**config.mk**
```make
export PLATFORM = sky130hd
export DESIGN_NAME = fetch_pc
export DESIGN_NICKNAME = d
export VERILOG_FILES = /design/src/rtl/fetch_pc.sv
export SDC_FILE = /design/constraint.sdc
export NUM_CORES = 1
export LEC_CHECK = 0
export ABC_AREA = 1
export ABC_CLOCK_PERIOD_IN_PS = 2900
export CAP_MARGIN = 10
export CELL_PAD_IN_SITES_DETAIL_PLACEMENT = 1
export CELL_PAD_IN_SITES_GLOBAL_PLACEMENT = 2
export CORE_ASPECT_RATIO = 2
export CORE_UTILIZATION = 25
export CTS_BUF_LIST = sky130_fd_sc_hd__clkbuf_8
export DETAILED_ROUTE_END_ITERATION = 8
export GPL_TIMING_DRIVEN = 0
export PLACE_DENSITY_LB_ADDON = 0.1
export SYNTH_ARGS = -nofsm -noshare
export SYNTH_HDL_FRONTEND = slang
export SYNTH_SLANG_ARGS = --single-unit
```
**constraint.sdc**
```tcl
create_clock -name clk -period 2.9 [get_ports clk]
set_clock_uncertainty 0.05 [all_clocks]
set_input_delay 0.58 -clock clk [delete_from_list [all_inputs] [get_ports clk]]
set_output_delay 0.58 -clock clk [all_outputs]
set_load 0.1 [all_outputs]
```
**src/rtl/fetch_pc.sv**
```systemverilog
// fetch_pc: program-counter and instruction-fetch front end.
//
// The block alternates between two phases:
//   REQ  - a fetch is outstanding at imem_addr (= pc) and the block waits for imem_ack.
//   HOLD - the fetched word is presented on out_* until the downstream stage takes it.
//
// A taken branch redirects the pc from either phase. Any response or handshake
// in flight during that cycle is dropped. Because every fetch passes through
// HOLD, there is an intentional one-cycle bubble after each accepted instruction.
// This limits throughput to at most one instruction every two cycles.
module fetch_pc #(
  parameter logic [31:0] RESET_PC = 32'h0000_0000
) (
  input  logic        clk,
  input  logic        rst,
  input  logic        branch_taken,
  input  logic [31:0] branch_target,
  output logic        imem_req,
  output logic [31:0] imem_addr,
  input  logic        imem_ack,
  input  logic [31:0] imem_rdata,
  output logic        out_valid,
  input  logic        out_ready,
  output logic [31:0] out_pc,
  output logic [31:0] out_instr
);

  typedef enum logic {
    S_REQ  = 1'b0,
    S_HOLD = 1'b1
  } state_t;

  state_t      state_reg;
  logic [31:0] pc_reg;
  logic        out_valid_reg;
  logic [31:0] out_pc_reg;
  logic [31:0] out_instr_reg;

  // Sequential pc increment; the 32-bit width gives the modulo wrap naturally.
  logic [31:0] pc_inc;
  // Redirect addresses are forced word-aligned by clearing the two low bits.
  logic [31:0] redirect_pc;

  assign pc_inc      = pc_reg + 32'd4;
  assign redirect_pc = branch_target & 32'hFFFF_FFFC;

  // Control FSM plus pc and output registers.
  // Priority: reset, then branch, then the per-state ack/ready handling.
  always_ff @(posedge clk) begin
    if (rst) begin
      state_reg     <= S_REQ;
      pc_reg        <= RESET_PC;
      out_valid_reg <= 1'b0;
      out_pc_reg    <= 32'd0;
      out_instr_reg <= 32'd0;
    end else if (branch_taken) begin
      // The redirect wins over a same-cycle ack or ready. Whatever was in
      // flight or being presented is dropped, and the old out_pc/out_instr
      // values stay as they are.
      state_reg     <= S_REQ;
      pc_reg        <= redirect_pc;
      out_valid_reg <= 1'b0;
    end else begin
      case (state_reg)
        S_REQ: begin
          if (imem_ack) begin
            out_instr_reg <= imem_rdata;
            out_pc_reg    <= pc_reg;
            out_valid_reg <= 1'b1;
            pc_reg        <= pc_inc;
            state_reg     <= S_HOLD;
          end
        end
        S_HOLD: begin
          // Any imem_ack seen here is spurious and is ignored.
          if (out_ready) begin
            out_valid_reg <= 1'b0;
            state_reg     <= S_REQ;
          end
        end
        default: begin
          state_reg     <= S_REQ;
          out_valid_reg <= 1'b0;
        end
      endcase
    end
  end

  // The request is qualified by rst so it drops in the same cycle reset is asserted.
  assign imem_req  = (state_reg == S_REQ) && !rst;
  assign imem_addr = pc_reg;
  assign out_valid = out_valid_reg;
  assign out_pc    = out_pc_reg;
  assign out_instr = out_instr_reg;

endmodule
```
==> results.json, run 1 <==
{
  "slew_headroom_pct": 31.6,
  "synth_compound_area_share_pct": 13.7,
  "crit_family": "buffers and inverters",
  "postRouteAntennaNets": 0,
  "clk_latency_ns": 0.38,
  "area_growth_pct": 47.3,
  "syn_avg_cell_area_um2": 6.75,
  "cts_made_buffers": 9,
  "worstSetupPathType": "reg2out",
  "synth_edf_count": 0,
  "yosys.area_share.simple_pct": 34.6,
  "max-vdd-ir-drop_mv": 0.238,
  "yosysMostFrequentCell": "nor2_1",
  "timing.final.crit_share_pct": 95.5,
  "cp.required_ns": 2.27,
  "nNetsFinal": 882,
  "synthCells": 638,
  "cp_max_fo": 6,
  "crit_arrival_ns": 2.14,
  "rrSetupSlack_ns": 1.08,
  "power_uw": 3460,
  "finalSetupViolations": 0,
  "core_um2": 16800,
  "grt_pass1_vias": 5336,
  "ys_types": 25,
  "slowest_stage": "clkdlybuf4s50_1",
  "largest_register_ffs": 32,
  "hold-path-cell-count": 2,
  "synth_warnings": 0,
  "holdWs_ns": 0.425,
  "pin_count": 167,
  "seq_area_frac_synth_pct": 43.7,
  "dieArea_um2": 17800,
  "synth_top_family_by_area": "simple AND/OR/NAND/NOR gates",
  "fin_crit_ns": 2.77,
  "crit_chain": "clkdlybuf4s50_1",
  "fmax_ghz": 0.361,
  "ctsHoldBuffers": 0,
  "place_congestion": 0.868,
  "ys.flop_type": "dfxtp_1",
  "final_util_pct": 37.8,
  "synth.largest_area_cell": "dfxtp_1",
  "vias": 4847,
  "fillers": 2124,
  "maxCapViolations": 0,
  "antenna_found_initial": 0,
  "drive_above_1_share_pct": 7.35,
  "muxShareOfSynthArea_pct": 0,
  "cts_root_buffer": "clkbuf_8",
  "cp-start-kind": "flip-flop",
  "grt_pass1_wl_um": 28500,
  "synthArstFlopShare_pct": 0,
  "drt_pass1_iterations": 4,
  "numPortBuffers": 160,
  "worst_slew_pin_slew_ns": 1.02,
  "regArea_um2": 1880,
  "wirelength_um": 18500,
  "synth_xor_area_share_pct": 0.407,
  "grt_max_degree": 15,
  "ys_top_cells_by_count": "nor2_1, nand2_1, dfxtp_1",
  "synth_fa_ha_area_share_pct": 0.291,
  "synthTopCellsByArea": "dfxtp_1, nor2_1, nand2_1",
  "drc": 0,
  "timing.critical_path.buf_inv": 1,
  "drt_iter0_drc": 117,
  "max_stage_delay_ns": 1.22,
  "grt_overflow": 0,
  "avgViaCountPerCell": 4.74,
  "yosysTopAreaCellShare_pct": 43.7,
  "num_rows": 67,
  "routedWlPerCell_um": 18.1,
  "clock_path_buffers": 2,
  "dp_hpwl_um": 15000,
  "rsz0062_at_grt": "false",
  "worstSetupEndpointType": "output port",
  "syn_area_um2": 4300,
  "start_util_pct": 25.7,
  "ys_ff_latch": 94,
  "antenna_cells": 0,
  "clock_sinks": 94,
  "grtUsageTotal_pct": 21.7,
  "multiInputGateArea_um2": 2120,
  "clk_pin_slew_ns": 0.09,
  "pwr_density_cell_nw_per_um2": 546,
  "power.leakage_uw": 0.00244,
  "die_h_um": 188,
  "hold_class": "reg2reg",
  "finalSetupTns_ns": 0,
  "report.final.slew_viol_count": 0,
  "htreeDepth": 3,
  "finalHoldViolCount": 0,
  "worst-path-stages": 1,
  "cts_tree": "built",
  "status": "finished clean",
  "r2r_cells": 10,
  "die_w_um": 94.8
}
report_power, final:
part	total (uW)	leakage (uW)	internal (uW)	switching (uW)
logic	1190	0.00158	300	890
clock network	814	0.0000907	325	489
registers	1460	0.000774	1380	79.3
per-layer routing:
metal | GRT usage (%) | routed length (um) | vias to the layer above
li1 | - | - | 2389
met1 | 19.6 | 6260 | 2296
met2 | 43.8 | 10900 | 131
met3 | 4.38 | 788 | 31
met4 | 8.97 | 572 | 0
met5 | 0 | 0 | -
final cells by class:
| cell class | instances | share of cell area [%] |
|---|---|---|
| Inverter | 33 | 1.95 |
| Buffer | 36 | 2.96 |
| Multi-Input combinational cell | 478 | 33.5 |
| Clock inverter | 5 | 0.454 |
| Tap cell | 207 | 4.09 |
| Sequential cell | 94 | 29.7 |
| Clock buffer | 10 | 2.17 |
| Timing Repair Buffer | 160 | 25.2 |
stage by stage:
step           setup slack (ns)  cells  cell area [um^2]
5_1_grt                  0.0585   1023              6340
3_3_place_gp             -0.719   1008              6180
6_report                  0.130   1023              6340
4_1_cts                 0.00263   1023              6340
3_5_place_dp             -0.685   1008              6180
2_1_floorplan             0.244    641              4320
worst paths after layout:
path / from / endpoint
min: out_pc[21] / out_pc[21]
max: imem_addr[15] / imem_addr[15]
max reg2reg: imem_addr[2] / imem_addr[28]
min reg2reg: out_pc[21] / out_pc[21]
placed cells by master (no fill, tap or decap), types with 2 or more instances in the layout:
cell type        synthesis  layout
clkdlybuf4s50_1          0     159
nor2_1                 157     157
nand2_1                134     134
dfxtp_1                 94      94
o21ai_0                 63      63
nand3_1                 41      41
a21oi_1                 35      35
inv_1                   29      31
buf_2                   14      15
clkbuf_1                14      13
nor2_2                  11      11
clkbuf_8                 0      10
nor3_1                   8       8
buf_4                    7       7
nor2_4                   5       5
inv_2                    4       4
a22oi_1                  4       4
a31oi_1                  4       4
o211ai_1                 4       4
conb_1                   1       4
nand2_2                  2       2
xor2_1                   2       2
worst register-to-register path, cell delays in order (launching register included):
cell and delay [ns]:
dfxtp_1 0.44, ha_1 0.21, nand2_1 0.12, nor2_4 0.14, nand2_1 0.18, nor2_1 0.25, nand2_1 0.08, nand2_1 0.06
nand3_1 0.06, nand2_1 0.07, a21oi_1 0.05
logic make-up (layout without fill, tap and decap cells):
family | count (synthesis) | in the layout
AOI/OAI and AO/OA | 111 | 111
xor gates and xnor gates | 2 | 2
adders and majority gates | 1 | 1
buffers and inverters | 69 | 244
DFF | 94 | 94
other | 1 | 4
and+or+nand+nor | 360 | 360
repair_timing:
item / 4_1_cts / 5_1_grt
gates cloned: 0 / 0
resized for setup: 5 / 1
endpoints found under the setup margin: 1 / 1
buffers inserted: 0 / 0
Power figures use the tool's default switching activity.
==> run 2, diff against run 1 <==
CAP_MARGIN = not set   (was 10)
==> results of run 2 <==
Final layout, timing and power as in run 1 (identical DEF).
==> run 3, diff against run 2 <==
CAP_MARGIN = 20   (was not set)
==> results of run 3 <==
Final layout, timing and power as in run 1 (identical DEF).
